<file path="src/rtl/jtframe_prog_pkg.sv">
// Shared types and constants for the ROM-download to SDRAM programming bridge.
package jtframe_prog_pkg;

    typedef logic [1:0] bank_t;

    // prog_mask is active-low: MASK_LO enables the low byte of the word.
    localparam logic [1:0] MASK_LO   = 2'b10;
    localparam logic [1:0] MASK_HI   = 2'b01;
    localparam logic [1:0] MASK_NONE = 2'b11;

    typedef enum logic [1:0] {
        IDLE,
        WAIT,
        GAP
    } state_t;

    function automatic logic [1:0] byte_mask(input logic odd);
        return odd ? MASK_HI : MASK_LO;
    endfunction

endpackage

</file>
<file path="src/rtl/jtframe_prog_fifo.sv">
// Small synchronous FIFO; a pop in the same cycle frees a slot for a push even when full.
module jtframe_prog_fifo #(
    parameter int W  = 8,
    parameter int AW = 3
) (
    input  logic         clk,
    input  logic         rst,
    input  logic         push,
    input  logic [W-1:0] din,
    input  logic         pop,
    output logic [W-1:0] dout,
    output logic         full,
    output logic         empty
);

    localparam logic [AW:0] DEPTH = (AW+1)'(2**AW);

    logic [W-1:0]  mem [2**AW];
    logic [AW-1:0] wr_ptr;
    logic [AW-1:0] rd_ptr;
    logic [AW:0]   count;
    logic          do_push;
    logic          do_pop;

    assign do_pop  = pop && !empty;
    assign do_push = push && (!full || do_pop);

    // NOTE: the storage array has no reset; pointers and count alone decide which entries are live.
    always_ff @(posedge clk) begin
        if (do_push) mem[wr_ptr] <= din;
    end

    // NOTE: non-blocking assignments so every register here sees the pre-edge values of the others.
    always_ff @(posedge clk) begin
        if (rst) begin
            wr_ptr <= '0;
            rd_ptr <= '0;
            count  <= '0;
        end else begin
            if (do_push) wr_ptr <= wr_ptr + 1'b1;
            if (do_pop)  rd_ptr <= rd_ptr + 1'b1;
            case ({do_push, do_pop})
                2'b10:   count <= count + 1'b1;
                2'b01:   count <= count - 1'b1;
                default: ;
            endcase
        end
    end

    assign full  = (count == DEPTH);
    assign empty = (count == '0);
    assign dout  = mem[rd_ptr];

endmodule

</file>
<file path="src/rtl/jtframe_prog_bridge.sv">
// Bridges data_io ROM download bytes to the SDRAM programming port: header strip,
// bank/word mapping, stall buffering and the busy flag that holds the game in reset.
module jtframe_prog_bridge
    import jtframe_prog_pkg::*;
#(
    parameter int          SDRAMW    = 22,
    parameter int          HEADER    = 0,
    parameter logic [24:0] BA1_START = 25'h1ff_ffff,
    parameter logic [24:0] BA2_START = 25'h1ff_ffff,
    parameter logic [24:0] BA3_START = 25'h1ff_ffff,
    parameter int          FIFOW     = 3
) (
    input  logic              clk,
    input  logic              rst,
    input  logic              downloading,
    input  logic [24:0]       ioctl_addr,
    input  logic [7:0]        ioctl_dout,
    input  logic              ioctl_wr,
    output logic [SDRAMW-1:0] prog_addr,
    output logic [7:0]        prog_data8,
    output logic [1:0]        prog_mask,
    output logic [1:0]        prog_ba,
    output logic              prog_we,
    input  logic              prog_rdy,
    output logic              dwnld_busy,
    output logic              overflow
);

    localparam logic [24:0] HDR  = 25'(HEADER);
    localparam int          RELW = SDRAMW + 1;

    typedef struct packed {
        bank_t             ba;
        logic [SDRAMW-1:0] addr;
        logic [1:0]        mask;
        logic [7:0]        data;
    } entry_t;

    localparam int EW = $bits(entry_t);

    logic        s1_valid;
    logic [24:0] s1_off;
    logic [7:0]  s1_data;

    always_ff @(posedge clk) begin
        if (rst) begin
            s1_valid <= 1'b0;
            s1_off   <= '0;
            s1_data  <= '0;
        end else begin
            s1_valid <= downloading && ioctl_wr && (ioctl_addr >= HDR);
            s1_off   <= ioctl_addr - HDR;
            s1_data  <= ioctl_dout;
        end
    end

    // Bank decode in priority order; rel keeps only the bits that address a word plus the byte select.
    bank_t           dec_ba;
    logic [RELW-1:0] dec_rel;

    // NOTE: every output gets a default first so no path through the block can infer a latch.
    always_comb begin
        dec_ba  = 2'd0;
        dec_rel = RELW'(s1_off);
        if (s1_off >= BA3_START) begin
            dec_ba  = 2'd3;
            dec_rel = RELW'(s1_off - BA3_START);
        end else if (s1_off >= BA2_START) begin
            dec_ba  = 2'd2;
            dec_rel = RELW'(s1_off - BA2_START);
        end else if (s1_off >= BA1_START) begin
            dec_ba  = 2'd1;
            dec_rel = RELW'(s1_off - BA1_START);
        end
    end

    logic   s2_valid;
    entry_t s2_entry;

    always_ff @(posedge clk) begin
        if (rst) begin
            s2_valid <= 1'b0;
            s2_entry <= '0;
        end else begin
            s2_valid      <= s1_valid;
            s2_entry.ba   <= dec_ba;
            s2_entry.addr <= dec_rel[SDRAMW:1];
            s2_entry.mask <= byte_mask(dec_rel[0]);
            s2_entry.data <= s1_data;
        end
    end

    logic    fifo_full;
    logic    fifo_empty;
    logic    pop;
    entry_t  head;
    logic [EW-1:0] fifo_dout;

    jtframe_prog_fifo #(
        .W  (EW),
        .AW (FIFOW)
    ) u_fifo (
        .clk   (clk),
        .rst   (rst),
        .push  (s2_valid),
        .din   (s2_entry),
        .pop   (pop),
        .dout  (fifo_dout),
        .full  (fifo_full),
        .empty (fifo_empty)
    );

    assign head = fifo_dout;

    state_t state;
    state_t state_nx;

    always_comb begin
        state_nx = state;
        pop      = 1'b0;
        case (state)
            IDLE: begin
                if (!fifo_empty) begin
                    pop      = 1'b1;
                    state_nx = WAIT;
                end
            end
            WAIT:    if (prog_rdy) state_nx = GAP;
            GAP:     state_nx = IDLE;
            default: state_nx = IDLE;
        endcase
    end

    // Output registers only change on a pop, so they stay stable for the whole WAIT.
    always_ff @(posedge clk) begin
        if (rst) begin
            state      <= IDLE;
            prog_we    <= 1'b0;
            prog_addr  <= '0;
            prog_data8 <= '0;
            prog_mask  <= MASK_NONE;
            prog_ba    <= 2'd0;
        end else begin
            state   <= state_nx;
            prog_we <= (state_nx == WAIT);
            if (pop) begin
                prog_addr  <= head.addr;
                prog_data8 <= head.data;
                prog_mask  <= head.mask;
                prog_ba    <= head.ba;
            end
        end
    end

    // A push into a full FIFO survives only if the FSM pops in the same cycle.
    logic drop;
    logic downloading_l;

    assign drop = s2_valid && fifo_full && !pop;

    always_ff @(posedge clk) begin
        if (rst) begin
            downloading_l <= 1'b0;
            overflow      <= 1'b0;
        end else begin
            downloading_l <= downloading;
            if (downloading && !downloading_l) overflow <= 1'b0;
            else if (drop)                     overflow <= 1'b1;
        end
    end

    assign dwnld_busy = downloading || s1_valid || s2_valid || !fifo_empty || (state != IDLE);

endmodule

</file>
<file path="config.mk">
export PLATFORM = sky130hd
export DESIGN_NAME = jtframe_prog_bridge
export DESIGN_NICKNAME = d
export VERILOG_FILES = /design/src/rtl/jtframe_prog_pkg.sv /design/src/rtl/jtframe_prog_fifo.sv /design/src/rtl/jtframe_prog_bridge.sv
export SDC_FILE = /design/constraint.sdc
export NUM_CORES = 1
export LEC_CHECK = 0
export CAP_MARGIN = 15
export CORE_ASPECT_RATIO = 1.5
export CORE_MARGIN = 2
export CORE_UTILIZATION = 45
export DETAILED_ROUTE_END_ITERATION = 10
export GPL_TIMING_DRIVEN = 0
export SYNTH_ARGS = -nofsm -noshare
export SYNTH_HDL_FRONTEND = slang
export SYNTH_SLANG_ARGS = --single-unit
</file>
<file path="constraint.sdc">
create_clock -name clk -period 6.35 [get_ports clk]
set_input_delay 0.635 -clock clk [delete_from_list [all_inputs] [get_ports clk]]
set_output_delay 0.635 -clock clk [all_outputs]
set_load 0.02 [all_outputs]
</file>
==> results.yml, run 1 <==
status:
  status: "completed"
synthesis:
  syn-num-nets: 791
  yosys_warnings: 0
  yosysSeqAreaShare_pct: 74.1
  synthCells: 747
  ys_types: 42
  syn_area_mm2: 0.0138
  synth_ff_type: "edfxtp_1"
  async_flop_share_pct: 0
  synth_edf_count: 264
  synth_seq_cells: 380
  avgSynthCellArea_um2: 18.5
worst_setup_path:
  path_buf_inv: 4
  max_stage_delay_ns: 0.51
  slowest_stage: "or4_4"
  critPathKind: "reg2reg"
  cp_top_family: "simple AND/OR/NAND/NOR gates"
  critPathMaxFanout: 11
  end_kind: "flop"
  path_cells: "buf_6 > or4_4 > nand2_2 > inv_2 > buf_6 > buf_6 > ha_1 > xor2_1 > ha_1 > a21oi_1 > xor2_1 > or3_1 > a21oi_1"
  cp.arrival_ns: 3.38
  cp-start-kind: "flop"
  crit_top_cell: "buf_6"
  crit_required_ns: 6.80
detailed_routing:
  wl_met3_mm: 1.32
  drt_iter0_markers: 366
  ant_nets: 0
  drt-total-wl_mm: 29.6
  drc: 0
  firstDrtPassIters: 4
  wl_met2_mm: 15.7
  drt-vias-per-instance: 5.39
  vias: 7049
  top_layer: "met4"
  wire_per_inst_um: 22.6
  wl_met1_mm: 11.9
pwr:
  power.internal_mw: 4.57
  peakVddDrop_v: 0.000293
  p_per_area_mw_per_mm2: 377
  swShare_pct: 26.9
  p_sw_mw: 1.68
  pwr-share-clk_pct: 33.5
  power.total_mw: 6.25
  p_leak_nw: 5.40
  p_seq_share_pct: 45.2
  p_comb_share_pct: 21.3
cells_and_area:
  final_nets: 927
  diodes: 0
  syn2layout_area_growth_pct: 19.7
  drive_gt1_share_pct: 23.0
  fin_area_mm2: 0.0166
  layoutNonFillerInstCount: 1309
  final_common_cell: "edfxtp_1"
  num-fill-cells: 2421
  final_cell_mix: "edfxtp_1 (264), dfxtp_1 (116), clkdlybuf4s50_1 (74)"
sta:
  fin_setup_tns_ns: 0
  final_hold_viol_count: 0
  holdWs_ns: 0.440
  worst_pin_slew_ns: 1.21
  fin_crit_ns: 2.93
  final-setup-viol-count: 0
  fin_crit_sh_pct: 46.1
  rsz0062_at_grt: "false"
  max_freq_mhz: 341
  max_slew_margin_pct: 18.2
  skew_ns: 0.0233
  slew_violations: 0
clock_network:
  cts_buffers: 35
  h-tree-depth: 2
  cts.sinks: 380
  ctsHoldBuffers: 0
  cts.repair.resized: 0
  worst_skew_pair.late_latency_ns: 0.53
  clockBufferDepth: 3
  cts_tree: "yes"
  cts_setup_buffers: 0
  clockRootBuffer: "clkbuf_16"
  clk_pin_slew_ns: 0.06
global_route:
  grt_usage_pct: 18.9
  grt_remaining_overflow: 0
  grt_max_degree: 23
  grt_pass1_wl_mm: 44.9
  grt_pass1_vias: 7593
  grt_antenna_before_repair: 0
place:
  io_buffers: 74
  routabilityCongestion: 0.789
  dp.final_hpwl_mm: 19.7
  placed_area_mm2: 0.0154
  post-place-cells: 1246
die:
  core_area_mm2: 0.0303
  die_x_um: 147
  die_area_mm2: 0.0322
  num_rows: 78
  start_util_pct: 45.7
  io_pins: 75
  dieHeight_um: 219
job:
  drv_cap: 0
worst_hold_path:
  hold_class: "reg2reg"
-- metal layers --
layer	GRT usage (%)	up-vias
met3	3.24	47
met1	22.7	3650
met5	0	-
met4	5.93	0
li1	-	3172
met2	34.7	180
-- path summary, 6_finish.rpt --
| check | startpoint | endpoint | slack (ns) | cells after the start |
|---|---|---|---|---|
| hold reg to reg | s1_data[3] | s2_entry[3] | 0.44 | 1 |
| setup / recovery | u_fifo.count[1] | u_fifo.count[2] | 3.42 | 13 |
| hold / removal | s1_data[3] | s2_entry[3] | 0.44 | 1 |
| setup reg to reg | u_fifo.count[1] | u_fifo.count[2] | 3.42 | 13 |
-- per-stage QoR --
step	setup WS [ns]	util, %
2_1_floorplan	1.80	-
3_3_place_gp	-2.38	49.8
3_5_place_dp	3.46	50.9
4_1_cts	3.43	54.8
5_1_grt	3.27	54.8
6_report	3.42	54.8
-- kinds of logic (layout without fill, tap and decap cells) --
group                    after synthesis  in the layout  synth area share, %
adder cells (fa/ha/maj)                6              6                0.543
XOR/XNOR                               7              7                0.443
AND/OR/NAND/NOR                      155            155                 6.04
buffers and inverters                 42            204                 1.75
flip-flops                           380            380                 74.1
multiplexers                         101            101                 13.3
AO/OA/AOI/OAI                         56             56                 3.86
-- area by class of cell --
type                            count  area (um^2)  area share, %
Buffer                             40          235           1.42
Clock buffer                       49         1020           6.17
Clock inverter                     14          133          0.801
Inverter                            2         7.51         0.0453
Multi-Input combinational cell    325         3390           20.5
Sequential cell                   380        10200           61.9
Tap cell                          400          500           3.02
Timing Repair Buffer               99         1030           6.19
-- Yosys cell counts, drive strengths merged (5+ instances only) --
master	n	area (um^2)
xor2	6	52.6
buf	26	183
a211oi	31	378
dfxtp	116	2320
mux4	66	1490
a21oi	8	40.0
nor3	11	55.1
nand4	5	31.3
ha	6	75.1
mux2i	35	350
nor2b	45	282
edfxtp	264	7930
nor2	49	184
and2	23	144
o21ai	6	33.8
nand2	5	21.3
nand3	5	25.0
clkbuf	14	52.6
-- power groups by stage --
stage	clock, mW	sequential [mW]	combinational, mW
after floorplan	0	2.94	0.838
after global placement	0	2.87	1.32
after detailed placement	0	2.88	1.35
after CTS	2.14	2.83	1.35
after global routing	2.22	2.84	1.44
final	2.09	2.83	1.33
-- flip-flops by register name, summed over array words and instances, names as in the netlist, 3 cells and up --
name / cells
s2_entry: 33
prog_data8: 8
u_fifo.mem: 264
u_fifo.wr_ptr: 3
u_fifo.rd_ptr: 3
prog_addr: 22
u_fifo.count: 4
s1_off: 25
s1_data: 8
Power figures use the tool's default switching activity.
==> run 2: changes to the inputs <==
==> constraint.sdc (replaced) <==
create_clock -name clk -period 2.95 [get_ports clk]
set_input_delay 0.295 -clock clk [delete_from_list [all_inputs] [get_ports clk]]
set_output_delay 0.295 -clock clk [all_outputs]
set_load 0.02 [all_outputs]
==> run 2 against run 1 <==
  * Clock power increased by 110%
  * Largest cell class unchanged
  * Hold slack worse by 0.11 ns
  * Critical path type unchanged
  * Clock-buffer cell count down 12
  * Register-to-register slack got worse by 3.3 ns
  * Critical endpoint unchanged
  * Utilization grew 0.13 points
  * Sequential share of layout area decreased by 0.14 points
==> results.yml, run 2 (same netlist as run 1, synthesis figures left out) <==
place:
  routabilityCongestion: 0.742
  dp.final_hpwl_mm: 19.8
  post-place-ws_ns: 0.00938
  io_buffers: 74
cells_and_area:
  reg_top3: "u_fifo.mem x264, s2_entry x33, s1_off x25"
  syn2layout_area_growth_pct: 20.0
  diodes: 0
  drive_gt1_share_pct: 23.1
  largest_reg_flops: 264
  final_common_cell: "edfxtp_1"
  final_nets: 922
  fin_util_pct: 54.9
  final_cell_mix: "edfxtp_1 (264), dfxtp_1 (115), clkdlybuf4s50_1 (74)"
  regMostFlops: "u_fifo.mem"
global_route:
  grt_pass1_vias: 7577
  grt_max_degree: 20
  grt_pass1_wl_mm: 44.8
  grt_antenna_before_repair: 0
  grt_usage_pct: 19.0
  grt_remaining_overflow: 0
die:
  io_pins: 75
  dieHeight_um: 219
  num_rows: 78
  core_area_mm2: 0.0303
  die_x_um: 147
  die_area_mm2: 0.0322
  start_util_pct: 45.7
clock_network:
  h-tree-depth: 2
  clockBufferDepth: 3
  cts_tree: "yes"
  cts_buffers: 34
  cts.sinks: 380
  clk_pin_slew_ns: 0.06
  ctsHoldBuffers: 0
  worst_skew_pair.late_latency_ns: 0.52
  clockRootBuffer: "clkbuf_16"
detailed_routing:
  drt_iter0_markers: 394
  ant_nets: 0
  drt-total-wl_mm: 29.5
  firstDrtPassIters: 4
  drc: 0
  vias: 7037
  drt-vias-per-instance: 5.40
  wire_per_inst_um: 22.7
sta:
  max_freq_mhz: 351
  worst_pin_slew_ns: 1.07
  fin_crit_ns: 2.85
  fin_ws_ns: 0.102
  fin_crit_sh_pct: 96.5
  skew_ns: 0.0183
  rsz0062_at_grt: "false"
  max_slew_margin_pct: 28.7
  fin_setup_tns_ns: 0
  final_hold_viol_count: 0
  slew_violations: 0
  final-setup-viol-count: 0
worst_setup_path:
  cp-start-kind: "flop"
  critPathKind: "reg2reg"
  crit_required_ns: 3.38
  cp.arrival_ns: 3.28
  end_kind: "flop"
  critPathMaxFanout: 11
pwr:
  p_per_area_mw_per_mm2: 805
  peakVddDrop_v: 0.000462
  p_leak_nw: 5.39
job:
  drv_cap: 0
worst_hold_path:
  hold_class: "in2reg"
status:
  status: "completed"
==> run 2: worst paths after layout <==
check | startpoint | to | slack [ns] | cells past startpoint
worst min-delay path | ioctl_addr[8] | s1_off[8] | 0.33 | 2
worst max-delay path | u_fifo.count[1] | u_fifo.count[2] | 0.10 | 13
worst max register to register | u_fifo.count[1] | u_fifo.count[2] | 0.10 | 13
worst min register to register | s1_data[4] | s2_entry[4] | 0.44 | 1
==> run 2: layout make-up <==
type | instances | area [um^2]
sequential | 380 | 10300
timing repair buffer | 96 | 1080
clock inverter | 24 | 224
inverter | 2 | 7.51
multi-input combinational | 325 | 3430
fill | 2394 | 13600
tap | 400 | 500
clock buffer | 37 | 883
buffer | 39 | 231
==> run 2: through the flow <==
| stage | hold slack (ns) | std cells | power (mW) | cell area [um^2] |
|---|---|---|---|---|
| after global routing | 0.306 | 1303 | 13.9 | 16600 |
| after global placement | 0.419 | 1221 | 9.06 | 15100 |
| after floorplan | 0.414 | 747 | 8.14 | 13800 |
| after CTS | 0.307 | 1303 | 13.5 | 16600 |
| after detailed placement | 0.428 | 1242 | 9.14 | 15500 |
| final | 0.329 | 1303 | 13.4 | 16600 |
==> run 2: routing by layer <==
| layer | GRT usage, % | wire length [um] | part of all wire [%] | vias to the layer above |
|---|---|---|---|---|
| met4 | 5.87 | 669 | 2.3 | 0 |
| li1 | - | - | - | 3160 |
| met1 | 22.6 | 11800 | 40 | 3676 |
| met3 | 2.92 | 1090 | 3.7 | 44 |
| met2 | 35.3 | 16000 | 54 | 157 |
| met5 | 0 | 0 | 0 | - |
==> run 2: power breakdown <==
| part | internal (mW) | leakage [nW] | switching [mW] |
|---|---|---|---|
| registers | 5.92 | 3.39 | 0.159 |
| clock network | 2.53 | 0.542 | 1.86 |
| logic | 1.31 | 1.46 | 1.59 |
| total | 9.75 | 5.39 | 3.61 |
==> run 2: repair_timing <==
item                                    CTS  global route
gates resized for setup                   1             4
endpoints found under the setup margin    1             2
pin swaps                                 0             1
cloned                                    0             0
buffers inserted                          0             0
==> run 2: critical path: stages (launching register included) <==
cell and delay, ns:
dfxtp_1 0.31, buf_6 0.13, or4_4 0.52, nand2_2 0.11, inv_2 0.08, buf_6 0.16
buf_6 0.18, ha_2 0.24, xor2_1 0.16, ha_1 0.19, a21oi_2 0.13, xor2_1 0.09
or3_1 0.30, a21oi_1 0.16
==> run 3: changes to the inputs <==
--- a/config.mk
+++ b/config.mk
@@ -9,6 +9,7 @@
 export CORE_ASPECT_RATIO = 1.5
 export CORE_MARGIN = 2
 export CORE_UTILIZATION = 45
+export CTS_CLUSTER_SIZE = 10
 export DETAILED_ROUTE_END_ITERATION = 10
 export GPL_TIMING_DRIVEN = 0
 export SYNTH_ARGS = -nofsm -noshare
==> run 3 against run 2 <==
  * Cell area grew 0.84%
  * Clock skew is 0.0084 ns lower
  * First-iteration DRC count up 38%
  * Sequential share of layout area is 0.51 points lower
  * Highest routed layer unchanged
  * Total power grew 2.7%
  * Sequential cell count did not move
  * Fmax is 0.12% higher
  * Via count up 0.90%
  * Global-route usage rose by 0.18 points
==> results.yml, run 3 (same netlist as run 1, synthesis figures left out) <==
detailed_routing:
  drc: 0
  drt-vias-per-instance: 5.38
  ant_nets: 0
  firstDrtPassIters: 4
  drt-total-wl_mm: 29.9
  wire_per_inst_um: 22.6
  vias: 7100
  drt_iter0_markers: 543
clock_network:
  cts.sinks: 380
  clockRootBuffer: "clkbuf_16"
  clockBufferDepth: 3
  clk_pin_slew_ns: 0.05
  ctsHoldBuffers: 0
  h-tree-depth: 2
  cts_buffers: 43
  cts_tree: "yes"
  worst_skew_pair.late_latency_ns: 0.53
cells_and_area:
  fin_util_pct: 55.3
  reg_top3: "u_fifo.mem x264, s2_entry x33, s1_off x25"
  largest_reg_flops: 264
  multi_input_area_mm2: 0.00343
  final_nets: 931
  layoutNonFillerInstCount: 1319
  drive_gt1_share_pct: 22.0
  diodes: 0
  regMostFlops: "u_fifo.mem"
  syn2layout_area_growth_pct: 21.0
  num-fill-cells: 2391
  final_cell_mix: "edfxtp_1 (264), dfxtp_1 (115), clkdlybuf4s50_1 (74)"
  regArea_mm2: 0.0103
  final_common_cell: "edfxtp_1"
sta:
  max_freq_mhz: 352
  final-setup-viol-count: 0
  rsz0062_at_grt: "false"
  max_slew_margin_pct: 30.3
  final_hold_viol_count: 0
  fin_crit_sh_pct: 96.4
  slew_violations: 0
  fin_crit_ns: 2.84
  skew_ns: 0.00988
  worst_pin_slew_ns: 1.05
global_route:
  gr-usage-met1_pct: 23.1
  grt_usage_pct: 19.1
  grt_pass1_wl_mm: 45.3
  grt.met3_usage_pct: 2.96
  grt_antenna_before_repair: 0
  grt_max_degree: 20
  grt_util_met2_pct: 35.2
  busiest_layer: "met2"
  grt_pass1_vias: 7674
  grt_remaining_overflow: 0
place:
  post-place-cells: 1242
  routabilityCongestion: 0.742
  io_buffers: 74
  dp.final_hpwl_mm: 19.8
pwr:
  p_leak_nw: 5.44
  power.total_mw: 13.7
  peakVddDrop_v: 0.000537
  p_per_area_mw_per_mm2: 820
die:
  io_pins: 75
  core_area_mm2: 0.0303
  start_util_pct: 45.7
  dieHeight_um: 219
  num_rows: 78
  die_x_um: 147
  die_area_mm2: 0.0322
worst_setup_path:
  end_kind: "flop"
  crit_required_ns: 3.41
  critPathMaxFanout: 11
  cp.arrival_ns: 3.30
  critPathKind: "reg2reg"
  cp-start-kind: "flop"
worst_hold_path:
  hold_class: "in2reg"
status:
  status: "completed"
job:
  drv_cap: 0
run 3: cell count changes in the layout (fill, tap and decap cells not counted), sizes merged:
cell,change
bufinv,-4
clkinvlp,-3
inv,-2
clkinv,-15
clkbuf,+40
run 3: through the flow:
stage                     TNS, ns  hold WS, ns  setup slack (ns)  area, um^2
after floorplan            -78.81        0.414            -0.729       13800
after detailed placement        0        0.428           0.00938       15500
after global routing            0        0.306          0.000313       16700
final                           0        0.312             0.106       16700
after CTS                       0        0.293            0.0537       16700
after global placement    -626.99        0.419             -3.45       15100
run 3: final timing paths:
kind | startpoint | end | slack [ns] | cells after the start
setup / recovery | u_fifo.count[1] | u_fifo.count[2] | 0.11 | 13
hold / removal | ioctl_dout[1] | s1_data[1] | 0.31 | 2
setup reg to reg | u_fifo.count[1] | u_fifo.count[2] | 0.11 | 13
hold reg to reg | s1_data[4] | s2_entry[4] | 0.43 | 1
run 3: final cells by class:
type                    count  area share (%)
flip-flops and latches    380            61.2
multi-input cells         325            20.5
clock buffers              77            7.44
repair buffers             96            6.46
well taps                 400            2.99
plain buffers              39            1.38
inverters                   2          0.0448
run 3: worst max-delay path, cell delays in order (launching register included):
cell     delay, ns
dfxtp_1       0.30
buf_6         0.13
or4_4         0.52
nand2_2       0.11
inv_2         0.08
buf_6         0.16
buf_6         0.18
ha_2          0.24
xor2_1        0.16
ha_1          0.19
a21oi_2       0.13
xor2_1        0.09
or3_1         0.30
a21oi_1       0.16
run 3: power by group:
| part | total [mW] | switching (mW) | internal (mW) |
|---|---|---|---|
| registers | 6.08 | 0.159 | 5.93 |
| clock network | 4.75 | 1.92 | 2.83 |
| logic | 2.90 | 1.59 | 1.31 |
| total | 13.7 | 3.67 | 10.1 |
run 3: routing by layer:
metal / share of wire, % / vias up / wire [um]
met5: 0 / - / 0
met1: 40 / 3699 / 12000
li1: - / 3190 / -
met3: 3.5 / 44 / 1050
met4: 2.1 / 0 / 638
met2: 54 / 167 / 16200
run 3: what timing repair did:
action                                  in CTS  in global routing
endpoints found under the setup margin       1                  2
pin swaps                                    0                  1
buffers inserted                             0                  0
resized for setup                            1                  4
